### config.mk
export PLATFORM = sky130hd
export DESIGN_NAME = bit_counter_result_buffer_flat
export DESIGN_NICKNAME = d
export VERILOG_FILES = /design/src/rtl/bit_counter_pkg.sv /design/src/rtl/bit_counter_result_buffer_if.sv /design/src/rtl/bit_counter_result_buffer.sv /design/src/flat_wrapper.sv
export SDC_FILE = /design/constraint.sdc
export NUM_CORES = 1
export LEC_CHECK = 0
export ABC_AREA = 1
export BUFFER_PORTS_ARGS = -buffer_cell sky130_fd_sc_hd__buf_2
export CAP_MARGIN = 25
export CELL_PAD_IN_SITES_DETAIL_PLACEMENT = 2
export CELL_PAD_IN_SITES_GLOBAL_PLACEMENT = 2
export CORE_UTILIZATION = 40
export DETAILED_ROUTE_END_ITERATION = 8
export GPL_ROUTABILITY_DRIVEN = 0
export PLACE_DENSITY_LB_ADDON = 0.05
export RECOVER_POWER = 25
export REMOVE_ABC_BUFFERS = 1
export SKIP_LAST_GASP = 1
export SYNTH_ARGS = -nofsm -noshare
export SYNTH_HDL_FRONTEND = slang
export SYNTH_SLANG_ARGS = --single-unit
### constraint.sdc
create_clock -name clk_i -period 3.9 [get_ports clk_i]
set_input_delay 0.39 -clock clk_i [delete_from_list [all_inputs] [get_ports clk_i]]
set_output_delay 0.39 -clock clk_i [all_outputs]
set_load 0.01 [all_outputs]
### src/rtl/bit_counter_pkg.sv
// bit_counter_pkg: shared sizing helpers for the bit-counter pipeline chain.
// Contents:
//   cnt_w(width) - number of bits needed to hold a popcount of a width-bit word.
package bit_counter_pkg;

    function automatic int cnt_w(input int width);
        return $clog2(width) + 1;
    endfunction

endpackage

### src/rtl/bit_counter_result_buffer_if.sv
// bit_counter_result_buffer_if: signals between the result buffer, the pipeline and the consumer.
// Parameters:
//   CW - count width
//   LW - occupancy width
// Signals:
//   count_i, count_val_i   - result pushed from the last pipeline stage
//   ready_o                - credit to the pipeline head
//   count_o, count_val_o   - head-of-FIFO result offered to the consumer
//   count_ready_i          - consumer accepts count_o
//   level_o                - current occupancy
//   overflow_o             - sticky dropped-push flag
// Modports: master is the pipeline/consumer side, slave is the buffer.
interface bit_counter_result_buffer_if #(
    parameter int CW = 5,
    parameter int LW = 4
);
    logic [CW-1:0] count_i;
    logic          count_val_i;
    logic          ready_o;
    logic [CW-1:0] count_o;
    logic          count_val_o;
    logic          count_ready_i;
    logic [LW-1:0] level_o;
    logic          overflow_o;

    modport master (
        output count_i, count_val_i, count_ready_i,
        input  ready_o, count_o, count_val_o, level_o, overflow_o
    );

    modport slave (
        input  count_i, count_val_i, count_ready_i,
        output ready_o, count_o, count_val_o, level_o, overflow_o
    );
endinterface

### src/rtl/bit_counter_result_buffer.sv
// bit_counter_result_buffer: FIFO for final popcount results with a credit-style ready to the pipeline head.
// Parameters:
//   WIDTH        - data width counted by the pipeline (count width is cnt_w(WIDTH))
//   DEPTH        - FIFO entries, must exceed PIPE_LATENCY
//   PIPE_LATENCY - cycles from pipeline-head acceptance to count_val_i
// Ports:
//   clk_i   - clock, rising edge
//   rst_n_i - asynchronous active-low reset
//   bus     - slave side of bit_counter_result_buffer_if
module bit_counter_result_buffer
    import bit_counter_pkg::*;
#(
    parameter int WIDTH        = 16,
    parameter int DEPTH        = 8,
    parameter int PIPE_LATENCY = 4
) (
    input logic                         clk_i,
    input logic                         rst_n_i,
    bit_counter_result_buffer_if.slave  bus
);
    localparam int CW = cnt_w(WIDTH);
    localparam int LW = $clog2(DEPTH + 1);
    localparam int PW = (DEPTH > 1) ? $clog2(DEPTH) : 1;
    localparam logic [LW-1:0] FULL_LVL  = LW'(DEPTH);
    localparam logic [LW-1:0] READY_MAX = LW'(DEPTH - 1 - PIPE_LATENCY);
    localparam logic [PW-1:0] LAST_PTR  = PW'(DEPTH - 1);

    if (DEPTH <= PIPE_LATENCY) begin : g_depth_check
        $error("DEPTH must be greater than PIPE_LATENCY");
    end

    logic [CW-1:0] mem [DEPTH];
    logic [PW-1:0] wr_ptr_q, wr_ptr_d;
    logic [PW-1:0] rd_ptr_q, rd_ptr_d;
    logic [LW-1:0] level_q, level_d;
    logic          overflow_q, overflow_d;
    logic          push, pop, full, wr_en;

    always_comb begin
        push       = bus.count_val_i;
        pop        = (level_q != '0) && bus.count_ready_i;
        full       = (level_q == FULL_LVL);
        // A push into a full FIFO is only accepted when a pop frees the slot in the same cycle.
        wr_en      = push && (!full || pop);
        wr_ptr_d   = wr_en ? ((wr_ptr_q == LAST_PTR) ? '0 : wr_ptr_q + 1'b1) : wr_ptr_q;
        rd_ptr_d   = pop ? ((rd_ptr_q == LAST_PTR) ? '0 : rd_ptr_q + 1'b1) : rd_ptr_q;
        level_d    = level_q + LW'(wr_en) - LW'(pop);
        overflow_d = overflow_q || (push && !wr_en);
    end

    always_ff @(posedge clk_i or negedge rst_n_i) begin
        if (!rst_n_i) begin
            wr_ptr_q   <= '0;
            rd_ptr_q   <= '0;
            level_q    <= '0;
            overflow_q <= 1'b0;
        end else begin
            wr_ptr_q   <= wr_ptr_d;
            rd_ptr_q   <= rd_ptr_d;
            level_q    <= level_d;
            overflow_q <= overflow_d;
        end
    end

    // Storage is intentionally not reset; validity is tracked by level_q alone.
    always_ff @(posedge clk_i) begin
        if (wr_en) mem[wr_ptr_q] <= bus.count_i;
    end

    // Credit threshold leaves room for every result that can still be in the pipeline.
    assign bus.ready_o     = (level_q <= READY_MAX);
    assign bus.count_val_o = (level_q != '0);
    // Masked when empty so uninitialised storage never reaches the consumer.
    assign bus.count_o     = (level_q != '0) ? mem[rd_ptr_q] : '0;
    assign bus.level_o     = level_q;
    assign bus.overflow_o  = overflow_q;
endmodule

### src/flat_wrapper.sv
// flat-port wrapper written by rule: the top's interface ports become plain ports
module bit_counter_result_buffer_flat import bit_counter_pkg::*;
#(
    parameter int WIDTH        = 16,
    parameter int DEPTH        = 8,
    parameter int PIPE_LATENCY = 4
)
  (clk_i, rst_n_i, bus_count_i, bus_count_val_i, bus_count_ready_i, bus_ready_o, bus_count_o, bus_count_val_o, bus_level_o, bus_overflow_o);
  bit_counter_result_buffer_if bus_i ();
  input logic clk_i;
  input logic rst_n_i;
  input wire logic [$bits(bus_i.count_i)-1:0] bus_count_i;
  input wire logic [$bits(bus_i.count_val_i)-1:0] bus_count_val_i;
  input wire logic [$bits(bus_i.count_ready_i)-1:0] bus_count_ready_i;
  output wire logic [$bits(bus_i.ready_o)-1:0] bus_ready_o;
  output wire logic [$bits(bus_i.count_o)-1:0] bus_count_o;
  output wire logic [$bits(bus_i.count_val_o)-1:0] bus_count_val_o;
  output wire logic [$bits(bus_i.level_o)-1:0] bus_level_o;
  output wire logic [$bits(bus_i.overflow_o)-1:0] bus_overflow_o;
  assign bus_i.count_i = bus_count_i;
  assign bus_i.count_val_i = bus_count_val_i;
  assign bus_i.count_ready_i = bus_count_ready_i;
  assign bus_ready_o = bus_i.ready_o;
  assign bus_count_o = bus_i.count_o;
  assign bus_count_val_o = bus_i.count_val_o;
  assign bus_level_o = bus_i.level_o;
  assign bus_overflow_o = bus_i.overflow_o;
  bit_counter_result_buffer #(.WIDTH(WIDTH), .DEPTH(DEPTH), .PIPE_LATENCY(PIPE_LATENCY)) u_core (.clk_i(clk_i), .rst_n_i(rst_n_i), .bus(bus_i));
endmodule
Word-level counts from Yosys, hierarchy flattened
Memories as Yosys holds them, arrays and structs flattened.
Cells that the tools add are included.
{"block": "word_totals", "regBits": 11, "ramBits": 40, "inputBits": 9, "output_inout_bits": 12, "wordCells": 26, "n_memories": 1}
{"block": "classes", "add_sub_neg": 4, "n_lt_le_gt_ge": 1, "eq_ne": 3, "mux": 5, "n_reduce_logical": 8}
{"name": "u_core.mem", "depth": 8, "word_bits": 5, "rd": 1, "rd_clocked_by_memory_dff": 0, "wr": 1, "line": "bit_counter_result_buffer.sv:32", "rtl": "logic [CW-1:0] mem [DEPTH];"}
{"operator": "3-bit by 1-bit adder with 3-bit output (second input constant)", "count": 2}
{"operator": "3-bit equality test (second input constant)", "count": 2}
{"operator": "3-bit 2-to-1 mux", "count": 2}
{"operator": "5-bit 2-to-1 mux", "count": 1}
{"operator": "4-bit by 1-bit adder with 4-bit output", "count": 1}
{"operator": "4-bit equality test (second input constant)", "count": 1}
{"operator": "4-bit by 2-bit <= comparator with 1-bit output (second input constant)", "count": 1}
{"operator": "4-bit nonzero test", "count": 1}
{"operator": "4-bit by 1-bit subtractor with 4-bit output", "count": 1}
{"operator": "1-bit logical AND", "count": 3}
{"operator": "1-bit zero test", "count": 2}
{"operator": "1-bit logical OR", "count": 2}
{"operator": "1-bit 2-to-1 mux", "count": 2}

Logic depth before layout (Yosys ltp)
Gate-level depths: netlist of the first run.
{"block": "depth", "word_depth": 7, "depth_mapped": 12, "depth_no_buf": 11}

Least setup slack after synthesis of the first run
No wires, ideal clock.
{"block": "synth_path", "path_kind": "register -> register", "from": "reg u_core.level_q[2], in the netlist u_core.bus.level_o[2]", "to": "reg u_core.level_q[2], in the netlist u_core.bus.level_o[2]", "setup_ns": 0.123, "arrival_ns": 2.035, "required_ns": 3.777, "setup_slack_ns": 1.742, "path_stages_with_launch": 11, "cell_sequence": "dfrtp_1 inv_1 ha_1 nand3_4 nand2_4 inv_1 ha_1 inv_1 ha_1 fa_1 xor2_1"}
{"block": "synth_via", "elab_chain_cells": 6, "word_cells_on_any_way": 8, "classes_between": "2 x add/sub; 1 x eq/ne; 5 x reduce/logical"}
{"element": "from (decl)", "line": "bit_counter_result_buffer.sv:35", "rtl": "logic [LW-1:0] level_q, level_d;"}
{"element": "from (signal assigned)", "line": "bit_counter_result_buffer.sv:60", "rtl": "level_q <= level_d;"}
{"element": "4-bit nonzero test (*)"}
{"element": "net bus_count_val_o", "line": "flat_wrapper.sv:17", "rtl": "output wire logic [$bits(bus_i.count_val_o)-1:0] bus_count_val_o;"}
{"element": "1-bit logical AND (*)", "line": "bit_counter_result_buffer.sv:41", "rtl": "pop = (level_q != '0) && bus.count_ready_i;"}
{"element": "net u_core.pop", "line": "bit_counter_result_buffer.sv:37", "rtl": "logic push, pop, full, wr_en;"}
{"element": "1-bit logical OR", "line": "bit_counter_result_buffer.sv:44", "rtl": "wr_en = push && (!full || pop);"}
{"element": "1-bit logical AND", "line": "bit_counter_result_buffer.sv:44"}
{"element": "4-bit by 1-bit adder with 4-bit output", "line": "bit_counter_result_buffer.sv:47", "rtl": "level_d = level_q + LW'(wr_en) - LW'(pop);"}
{"element": "4-bit by 1-bit subtractor with 4-bit output (*)", "line": "bit_counter_result_buffer.sv:47"}
{"element": "net u_core.level_d[2]", "line": "bit_counter_result_buffer.sv:35"}
The timed path passes the listed nets; every way through them passes the cells marked *.
A chain may end at the register's enable or synchronous reset.

Final worst setup path of the first run
{"block": "layout_path", "from": "reg u_core.rd_ptr_q[0]", "to": "out bus_count_o[4]"}
{"block": "layout_via", "elab_chain_cells": 2}
{"element": "from (decl)", "line": "bit_counter_result_buffer.sv:34", "rtl": "logic [PW-1:0] rd_ptr_q, rd_ptr_d;"}
{"element": "from (signal assigned)", "line": "bit_counter_result_buffer.sv:59", "rtl": "rd_ptr_q <= rd_ptr_d;"}
{"element": "memory 8 x 5 bit"}
{"element": "5-bit 2-to-1 mux", "line": "bit_counter_result_buffer.sv:74", "rtl": "assign bus.count_o = (level_q != '0) ? mem[rd_ptr_q] : '0;"}
{"element": "to (decl)", "line": "flat_wrapper.sv:16", "rtl": "output wire logic [$bits(bus_i.count_o)-1:0] bus_count_o;"}
Every way passes these cells.

==> run summary, run 1 <==
======================================================================================
Run status                                                                complete, no violations
Post-placement setup slack                                                     1.58 ns
Die Y-Extent                                                                   80.8 um
Post-route clock skew                                                       0.00763 ns
H-tree depth reported by CTS                                                         2
Relative area change from synthesis to final layout                              10.7%
Final sum of negative setup slack                                                 0 ns
Initial core utilization                                                         41.7%
Synth Flop Type                                                           sky130_fd_sc_hd__edfxtp_1
WL/cell                                                                        18.0 um
Antenna Cells                                                                        0
Worst-Margin Slew                                                             0.740 ns
Final Critical Period                                                          2.53 ns
Row count                                                                           28
Clock latency at the later pin of the worst-skew pair                          0.30 ns
Number of antenna violations at the first check in global routing                    0
Total setup violations reported at the end of the flow                               0
Number of global-route vias before repair                                         1916
Total power consumption of the routed design                                 0.00202 W
Type of element capturing the critical path                                 output pin
Crit path arrival time                                                         2.14 ns
Standard cell core area                                                       5960 um2
Clock slew at the register clock pins of the worst setup and hold paths        0.09 ns
Critical path required time                                                    3.51 ns
Routed wire length                                                             6380 um
HPWL after DPL                                                                 4480 um
Worst Path Class, Setup                                                     reg -> out
CTS root buffer                                                           sky130_fd_sc_hd__clkbuf_8
Clock tree from TritonCTS                                                          yes
Deepest clock path buffer count                                                      2
Per-cell via count in the routed design                                           4.97
Final critical-path share of the clock period                                    64.8%
Post-CTS repair timing setup buffer count                                            0
Detail Route Antenna Nets                                                            0
Highest-count cells in the layout ignoring fill and taps                  61 x sky130_fd_sc_hd__nand2_1, 54 x sky130_fd_sc_hd__inv_1, 40 x sky130_fd_sc_hd__edfxtp_1
Max transition margin                                                            50.5%
Share of flip-flops with an asynchronous set or reset                            21.6%
Via count                                                                         1760
RSZ-0062 raised after global routing                                             false
Share of cells above drive strength 1                                            10.8%
Mean instance size in the synthesized netlist                                 9.62 um2
Maximum Capacitance Violations                                                       0
Hold crit path type                                                          in -> reg
First-iteration detailed-routing DRC count                                          35
Overall track demand over capacity in global routing                             21.6%
Most common cell after layout, fill and taps aside                        sky130_fd_sc_hd__nand2_1
Hold buffer count at cts                                                             1
Worst path setup slack after routing                                           1.37 ns
Syn. warnings                                                                        0
Total Die Area                                                                6520 um2
Number of instances in the synthesized netlist                                     258
Synthesized flop and latch total                                                    51
Power density over cell area                                                736 nW/um2
Sum of overflow across all layers after global routing                               0
Post-layout util                                                                 46.1%
Biggest fanout along the worst timing path                                          22
Number of primary I/O pins                                                          21
Post-layout net count                                                              300
Startpoint class of the critical path                                         register
Pleak                                                                          1.30 nW
Max Freq                                                                       396 MHz
Number of distinct library cells after synthesis                                    21
Summed instance area of the synthesized netlist                               2480 um2
Detailed Routing Iterations Pass 1                                                   4
Num Clock Sinks                                                                     51
Total count of max-transition violations in the final report                         0
Post-synth EDFFs                                                                    40
Instance area after placement                                                 2640 um2
Final hold violation count                                                           0
Die width                                                                      80.8 um
Quantity of I/O buffers inserted on ports                                           20
IR drop worst, VDD                                                            0.359 mV
Pin count of the biggest net entering global routing                                23
TritonCTS Buffers                                                                    5
Residual DRC count                                                                   0
Number of gates resized after cts                                                    0
First-pass GRT wire length                                                     9930 um
Finished layout cell area                                                     2750 um2
Sequential fraction of the synthesis area                                        59.5%
======================================================================================
## flip-flops by register name, summed over array words and instances (netlist names)
register / flops
u_core.mem: 40
u_core.rd_ptr_q: 3
u_core.wr_ptr_q: 3
u_core.bus.level_o: 4
u_core.bus.overflow_o: 1
## worst paths after layout
kind / slack (ns) / depth (start not counted) / start / endpoint
worst max-delay path: 1.37 / 8 / u_core.rd_ptr_q[0] / bus_count_o[4]
worst min-delay path: 0.38 / 3 / bus_count_val_i / u_core.bus.overflow_o
worst max register to register: 1.59 / 10 / u_core.bus.level_o[2] / u_core.bus.level_o[2]
worst min register to register: 0.49 / 1 / u_core.bus.overflow_o / u_core.bus.overflow_o
max in group asynchronous: 3.21 / 2 / rst_n_i / u_core.bus.level_o[1]
min in group asynchronous: 0.48 / 2 / rst_n_i / u_core.wr_ptr_q[1]
## synthesized netlist by cell type (2+ instances only)
library cell / number / area share, %
sky130_fd_sc_hd__clkbuf_1: 2 / 0.30
sky130_fd_sc_hd__dfrtp_1: 11 / 11
sky130_fd_sc_hd__nand2_4: 2 / 0.91
sky130_fd_sc_hd__ha_1: 11 / 5.5
sky130_fd_sc_hd__buf_2: 5 / 1.0
sky130_fd_sc_hd__nand2_2: 2 / 0.50
sky130_fd_sc_hd__inv_2: 2 / 0.30
sky130_fd_sc_hd__nand2_1: 61 / 9.2
sky130_fd_sc_hd__inv_1: 54 / 8.2
sky130_fd_sc_hd__o21ai_0: 2 / 0.40
sky130_fd_sc_hd__nand3_1: 37 / 7.5
sky130_fd_sc_hd__edfxtp_1: 40 / 48
sky130_fd_sc_hd__nor2_1: 21 / 3.2
## through the flow
step / hold WS, ns / cells
3_5_place_dp: 0.279 / 346
4_1_cts: 0.347 / 354
2_1_floorplan: 0.0944 / 250
3_3_place_gp: 0.285 / 346
6_report: 0.384 / 354
5_1_grt: 0.395 / 354
## critical path, stage by stage (launching register included)
cell and delay (ns):
sky130_fd_sc_hd__dfrtp_1 0.38, sky130_fd_sc_hd__buf_4 0.22, sky130_fd_sc_hd__inv_1 0.56, sky130_fd_sc_hd__nand2_1 0.15, sky130_fd_sc_hd__nand3_1 0.11, sky130_fd_sc_hd__nand2_1 0.10, sky130_fd_sc_hd__nor2_1 0.11, sky130_fd_sc_hd__nor2_1 0.07
sky130_fd_sc_hd__buf_2 0.13
## per-layer routing
| layer | GRT usage [%] | vias up | part of all wire, % |
|---|---|---|---|
| li1 | - | 847 | - |
| met1 | 24.9 | 878 | 41 |
| met2 | 40.4 | 25 | 54 |
| met3 | 3.82 | 10 | 2.7 |
| met4 | 6.79 | 0 | 1.8 |
| met5 | 0 | - | 0 |
## cell families after synthesis
kind of cell | count (synthesis) | share of synthesized area [%]
flip-flops | 51 | 59.5
AND/OR/NAND/NOR | 125 | 22.3
adder cells (fa/ha/maj) | 12 | 6.35
AO/OA/AOI/OAI | 4 | 0.908
buffers and inverters | 64 | 10.2
XOR/XNOR | 2 | 0.706
## where the power goes
part,internal [W],switching (W),total [W]
sequential,0.000706,0.000119,0.000826
clock,0.000188,0.000171,0.000359
combinational,0.000299,0.000537,0.000836
## final cells by class
cell class | instances | area (um2)
well taps | 75 | 93.8
repair buffers | 22 | 113
multi-input cells | 143 | 751
clock inverters | 1 | 30.0
fillers | 668 | 3210
inverters | 56 | 210
clock buffers | 6 | 72.6
flip-flops and latches | 51 | 1480
Note: power is estimated with default switching activity, not from simulation.
==> run 2: changes to the inputs <==
--- a/config.mk
+++ b/config.mk
@@ -10,7 +10,7 @@
 export CAP_MARGIN = 25
 export CELL_PAD_IN_SITES_DETAIL_PLACEMENT = 2
 export CELL_PAD_IN_SITES_GLOBAL_PLACEMENT = 2
-export CORE_UTILIZATION = 40
+export CORE_UTILIZATION = 37
 export DETAILED_ROUTE_END_ITERATION = 8
 export GPL_ROUTABILITY_DRIVEN = 0
 export PLACE_DENSITY_LB_ADDON = 0.05
==> constraint.sdc (replaced) <==
create_clock -name clk_i -period 2.5 [get_ports clk_i]
set_input_delay 0.25 -clock clk_i [delete_from_list [all_inputs] [get_ports clk_i]]
set_output_delay 0.25 -clock clk_i [all_outputs]
set_load 0.01 [all_outputs]
==> run 2 against run 1 <==
  * The flow now finishes with violations (design-rule violations)
  * Critical path depth up 2
  * Sequential power increased by 51%
  * Routed wire length decreased by 4.0%
  * Critical path type is now reg -> reg
  * Final cell count up 3.7%
  * Critical endpoint is now u_core.bus.level_o[2]
  * Non-clock buffer count grew 10
  * Global-route usage down 2.3 points
  * First-iteration DRC count grew 77%
  * Power increased by 55%
==> run summary, run 2 (synthesis gave the netlist of run 1 again) <==
======================================================================================
Run status                                                                finished, violations left
Violated checks                                                           design-rule violations
Initial core utilization                                                         38.6%
Final Critical Period                                                          2.29 ns
Total setup violations reported at the end of the flow                               0
Final critical-path share of the clock period                                    91.7%
Pleak                                                                          1.35 nW
Num Clock Sinks                                                                     51
Sw Ratio                                                                         42.0%
Via count                                                                         1767
Sum of overflow across all layers after global routing                               0
HPWL after DPL                                                                 4340 um
RSZ-0062 raised after global routing                                             false
Startpoint class of the critical path                                         register
Share of power burned in registers                                               39.9%
Highest-count cells in the layout ignoring fill and taps                  61 x sky130_fd_sc_hd__nand2_1, 54 x sky130_fd_sc_hd__inv_1, 40 x sky130_fd_sc_hd__edfxtp_1
Overall track demand over capacity in global routing                             19.3%
Worst Path Class, Setup                                                     reg -> reg
Detailed Routing Iterations Pass 1                                                   6
Total Die Area                                                                7040 um2
Depth of the worst hold-timing path                                                  1
Clock slew at the register clock pins of the worst setup and hold paths        0.09 ns
Deepest clock path buffer count                                                      2
Largest stage delay, worst path                                                0.41 ns
Bufs and invs on worst path                                                          3
H-tree depth reported by CTS                                                         2
Pin count of the biggest net entering global routing                                23
Type of element capturing the critical path                                   register
Hold buffer count at cts                                                             1
Total count of max-transition violations in the final report                         0
Die Y-Extent                                                                   83.9 um
Post-layout net count                                                              310
First-iteration detailed-routing DRC count                                          62
Clk pwr share                                                                    15.3%
TritonCTS Buffers                                                                    5
Number of global-route vias before repair                                         2025
Reported net switching power                                                 0.00131 W
IR drop worst, VDD                                                            0.692 mV
Cell-by-cell listing of the critical path                                 inv_1, ha_1, nand3_4, nand2_4, inv_1, ha_1, inv_1, ha_1, fa_1, xor2_1
Post-CTS repair timing setup buffer count                                            0
Relative area change from synthesis to final layout                              13.3%
Per-cell via count in the routed design                                           4.81
Final sum of negative setup slack                                                 0 ns
Number of antenna violations at the first check in global routing                    0
Share of cells above drive strength 1                                            14.5%
Register with the most flip-flops                                           u_core.mem
Quantity of I/O buffers inserted on ports                                           20
CTS root buffer                                                           sky130_fd_sc_hd__clkbuf_8
Largest register FFs                                                                40
Die width                                                                      83.9 um
Critical path required time                                                    2.70 ns
Clock tree from TritonCTS                                                          yes
First-pass GRT wire length                                                    10100 um
Standard cell core area                                                       6420 um2
Number of gates resized after cts                                                    0
Post-route clock skew                                                       0.00428 ns
Row count                                                                           29
Worst hold slack after final layout                                           0.231 ns
Max Freq                                                                       436 MHz
Worst R2R Path Depth                                                                10
Detail Route Antenna Nets                                                            0
Antenna Cells                                                                        0
Power density over cell area                                               1110 nW/um2
Crit path arrival time                                                         2.50 ns
Final hold violation count                                                           0
Worst-Margin Slew                                                             0.495 ns
Maximum Capacitance Violations                                                       0
Residual DRC count                                                                   3
Share of power burned in combinational logic                                     44.9%
Cell internal power dissipation                                              0.00181 W
Max transition margin                                                            67.0%
Most common cell after layout, fill and taps aside                        sky130_fd_sc_hd__nand2_1
Biggest fanout along the worst timing path                                           7
Routed wire length                                                             6120 um
Top delay family on crit path                                              adder cells
WL/cell                                                                        16.7 um
Number of primary I/O pins                                                          21
Hold crit path type                                                          in -> reg
Library cell contributing the largest single delay on the critical path   sky130_fd_sc_hd__fa_1
Clock latency at the later pin of the worst-skew pair                          0.31 ns
Number of stages on the worst setup path                                            10
======================================================================================
run 2: path summary, 6_finish.rpt:
path                                       startpoint               endpoint  slack, ns
max in group asynchronous                     rst_n_i     u_core.wr_ptr_q[0]       1.95
worst min-delay path                   bus_count_i[0]       u_core.mem[7][0]       0.23
worst max-delay path            u_core.bus.level_o[2]  u_core.bus.level_o[2]       0.21
worst max register to register  u_core.bus.level_o[2]  u_core.bus.level_o[2]       0.21
worst min register to register  u_core.bus.overflow_o  u_core.bus.overflow_o       0.49
min in group asynchronous                     rst_n_i  u_core.bus.level_o[3]       0.34
run 2: layout make-up:
| class | count | area, um2 |
|---|---|---|
| clock inverters | 3 | 20.0 |
| fillers | 721 | 3610 |
| well taps | 77 | 96.3 |
| flip-flops and latches | 51 | 1480 |
| multi-input cells | 143 | 751 |
| clock buffers | 5 | 68.8 |
| inverters | 56 | 210 |
| repair buffers | 32 | 188 |
run 2: per-stage QoR:
| step | instance area, um2 | std cells | util, % | worst slack, ns | total power (W) |
|---|---|---|---|---|---|
| after CTS | 2820 | 367 | 43.8 | 0.173 | 0.00319 |
| after detailed placement | 2720 | 358 | 42.3 | 0.211 | 0.00270 |
| after global routing | 2810 | 367 | 43.8 | 0.0287 | 0.00338 |
| after global placement | 2720 | 358 | 42.3 | 0.285 | 0.00263 |
| after floorplan | 2440 | 250 | - | 0.342 | 0.00210 |
| final | 2810 | 367 | 43.8 | 0.209 | 0.00312 |
run 2: layer usage:
layer	routed length, um	track usage (%)	vias up
li1	-	-	867
met1	2650	21.5	872
met2	3260	37.3	19
met3	115	3.07	9
met4	93	5.80	0
met5	0	0	-
run 2: power groups by stage:
stage	combinational, W	clock [W]	sequential [W]
4_1_cts	0.00145	0.000493	0.00125
3_3_place_gp	0.00138	0	0.00125
5_1_grt	0.00159	0.000521	0.00127
6_report	0.00140	0.000477	0.00125
2_1_floorplan	0.000815	0	0.00129
3_5_place_dp	0.00143	0	0.00127
==> run 3: changes to the inputs <==
--- a/config.mk
+++ b/config.mk
@@ -15,7 +15,6 @@
 export GPL_ROUTABILITY_DRIVEN = 0
 export PLACE_DENSITY_LB_ADDON = 0.05
 export RECOVER_POWER = 25
-export REMOVE_ABC_BUFFERS = 1
 export SKIP_LAST_GASP = 1
 export SYNTH_ARGS = -nofsm -noshare
 export SYNTH_HDL_FRONTEND = slang
==> run 3 against run 2 <==
  * Critical path depth unchanged
  * Highest routed layer unchanged
  * First-iteration DRC count down 39%
  * Design area down 0.58%
  * Critical endpoint unchanged
  * Flip-flop and latch count unchanged
  * The run now ends clean
==> run summary, run 3 (synthesis gave the netlist of run 1 again) <==
======================================================================================
Cell internal power dissipation                                              0.00182 W
Die Y-Extent                                                                   83.9 um
Share of cells above drive strength 1                                            13.2%
Max transition margin                                                            50.0%
Startpoint of the lowest-slack register-to-register path                  u_core.bus.level_o[2]
Per-cell via count in the routed design                                           4.79
Capturing element of the worst setup path                                 u_core.bus.level_o[2]
Standard cell core area                                                       6420 um2
Top delay family on crit path                                              adder cells
Total Die Area                                                                7040 um2
Critical path required time                                                    2.70 ns
Crit path arrival time                                                         2.47 ns
H-tree depth reported by CTS                                                         2
TritonCTS Buffers                                                                    5
Via count                                                                         1749
Worst R2R Path Depth                                                                10
Bufs and invs on worst path                                                          3
Worst hold path startpoint                                                bus_count_ready_i
Highest-count cells in the layout ignoring fill and taps                  61 x sky130_fd_sc_hd__nand2_1, 54 x sky130_fd_sc_hd__inv_1, 40 x sky130_fd_sc_hd__edfxtp_1
Pleak                                                                          1.33 nW
Overall track demand over capacity in global routing                             18.5%
Detailed Routing Iterations Pass 1                                                   4
Cell-by-cell listing of the critical path                                 inv_1, ha_1, nand3_4, nand2_4, inv_1, ha_1, inv_1, ha_1, fa_1, xor2_1
Share of power burned in combinational logic                                     44.8%
Largest stage delay, worst path                                                0.41 ns
Beginning of the critical path                                            u_core.bus.level_o[2]
Total setup violations reported at the end of the flow                               0
Register area                                                                 1480 um2
Maximum Capacitance Violations                                                       0
Largest register FFs                                                                40
FF-to-FF End                                                              u_core.bus.level_o[2]
Startpoint class of the critical path                                         register
Max Freq                                                                       440 MHz
Run status                                                                complete, no violations
Hold crit path type                                                          in -> reg
Total count of max-transition violations in the final report                         0
Worst Path Class, Setup                                                     reg -> reg
Clock latency at the later pin of the worst-skew pair                          0.31 ns
Area of the multi-input gates                                                  751 um2
Power density over cell area                                               1110 nW/um2
IR drop worst, VDD                                                            0.400 mV
Number of stages on the worst setup path                                            10
Quantity of I/O buffers inserted on ports                                           20
Number of antenna violations at the first check in global routing                    0
Relative area change from synthesis to final layout                              12.6%
Post-layout net count                                                              308
Number of primary I/O pins                                                          21
Pin count of the biggest net entering global routing                                22
Die width                                                                      83.9 um
Deepest clock path buffer count                                                      2
Post-layout util                                                                 43.5%
Residual DRC count                                                                   0
Most common cell after layout, fill and taps aside                        sky130_fd_sc_hd__nand2_1
HPWL after DPL                                                                 4400 um
Filler instances                                                                   723
Share of power burned in registers                                               39.8%
Register with the most flip-flops                                           u_core.mem
Sum of overflow across all layers after global routing                               0
Type of element capturing the critical path                                   register
Num Clock Sinks                                                                     51
Final hold violation count                                                           0
Clk pwr share                                                                    15.4%
Flop-to-flop setup slack                                                       0.23 ns
Detail Route Antenna Nets                                                            0
Final Critical Period                                                          2.27 ns
Syn nets                                                                           279
Post-route clock skew                                                       0.00475 ns
Library cell contributing the largest single delay on the critical path   sky130_fd_sc_hd__fa_1
CTS root buffer                                                           sky130_fd_sc_hd__clkbuf_8
WL/cell                                                                        16.2 um
Post-CTS repair timing setup buffer count                                            0
Clock slew at the register clock pins of the worst setup and hold paths        0.09 ns
Final sum of negative setup slack                                                 0 ns
First-iteration detailed-routing DRC count                                          38
Number of global-route vias before repair                                         1899
Routed wire length                                                             5910 um
Row count                                                                           29
Initial core utilization                                                         38.6%
Reported net switching power                                                 0.00130 W
Final critical-path share of the clock period                                    90.9%
Antenna Cells                                                                        0
Worst-Margin Slew                                                             0.749 ns
Clock tree from TritonCTS                                                          yes
First-pass GRT wire length                                                     9730 um
RSZ-0062 raised after global routing                                             false
Sw Ratio                                                                         41.6%
Biggest fanout along the worst timing path                                           7
======================================================================================
-- run 3: cell count changes in the layout (fill, tap and decap cells not counted) --
cell	change
sky130_fd_sc_hd__buf_4	-2
sky130_fd_sc_hd__clkbuf_1	+2
sky130_fd_sc_hd__buf_2	-1
sky130_fd_sc_hd__clkinv_2	-1
sky130_fd_sc_hd__clkinvlp_4	-1
sky130_fd_sc_hd__inv_6	+1
-- run 3: metrics by stage --
stage	instances	total power, W	hold WS (ns)	cell area (um2)	worst slack [ns]
floorplan	258	0.00215	-0.0456	2480	0.342
global placement	356	0.00264	0.143	2700	0.291
detailed placement	356	0.00270	0.138	2700	0.192
CTS	365	0.00318	0.221	2800	0.186
global route	365	0.00338	0.242	2790	0.0896
finish	365	0.00311	0.223	2790	0.228
-- run 3: worst min path at each step --
stage	slack [ns]	end	cells past startpoint
after global routing	0.24	u_core.rd_ptr_q[2]	4
after CTS	0.22	u_core.mem[3][2]	1
final	0.22	u_core.rd_ptr_q[2]	4
after global placement	0.14	u_core.rd_ptr_q[0]	1
after floorplan	-0.05	u_core.bus.level_o[0]	0
after detailed placement	0.14	u_core.rd_ptr_q[1]	1
-- run 3: layer usage --
metal  routed length [um]  vias up  track usage, %
met4                   97        0            6.58
met5                    0        -               0
met1                 2790      861            24.5
met2                 2930       18            31.0
met3                   99        9            2.67
li1                     -      861               -
-- run 3: area by class of cell --
class	count	share of cell area, %
Clock buffer	6	2.60
Clock inverter	2	0.582
Inverter	56	7.52
Multi-Input combinational cell	143	26.9
Sequential cell	51	52.8
Tap cell	77	3.45
Timing Repair Buffer	30	6.14
-- run 3: repair_timing --
action,in CTS,in global routing
hold buffers,1,0
resized for setup,0,0
endpoints found under the hold margin,11,0
-- run 3: worst min-delay path: cells and delay by family --
kind	cells	cell delay [ns]
AND/OR/NAND/NOR	3	0.15
buffers and inverters	1	0.10
-- run 3: power groups by stage --
| stage | registers, W | logic [W] | clock network, W |
|---|---|---|---|
| 2_1_floorplan | 0.00123 | 0.000916 | 0 |
| 3_3_place_gp | 0.00125 | 0.00139 | 0 |
| 3_5_place_dp | 0.00126 | 0.00144 | 0 |
| 4_1_cts | 0.00124 | 0.00145 | 0.000497 |
| 5_1_grt | 0.00127 | 0.00159 | 0.000520 |
| 6_report | 0.00124 | 0.00139 | 0.000478 |
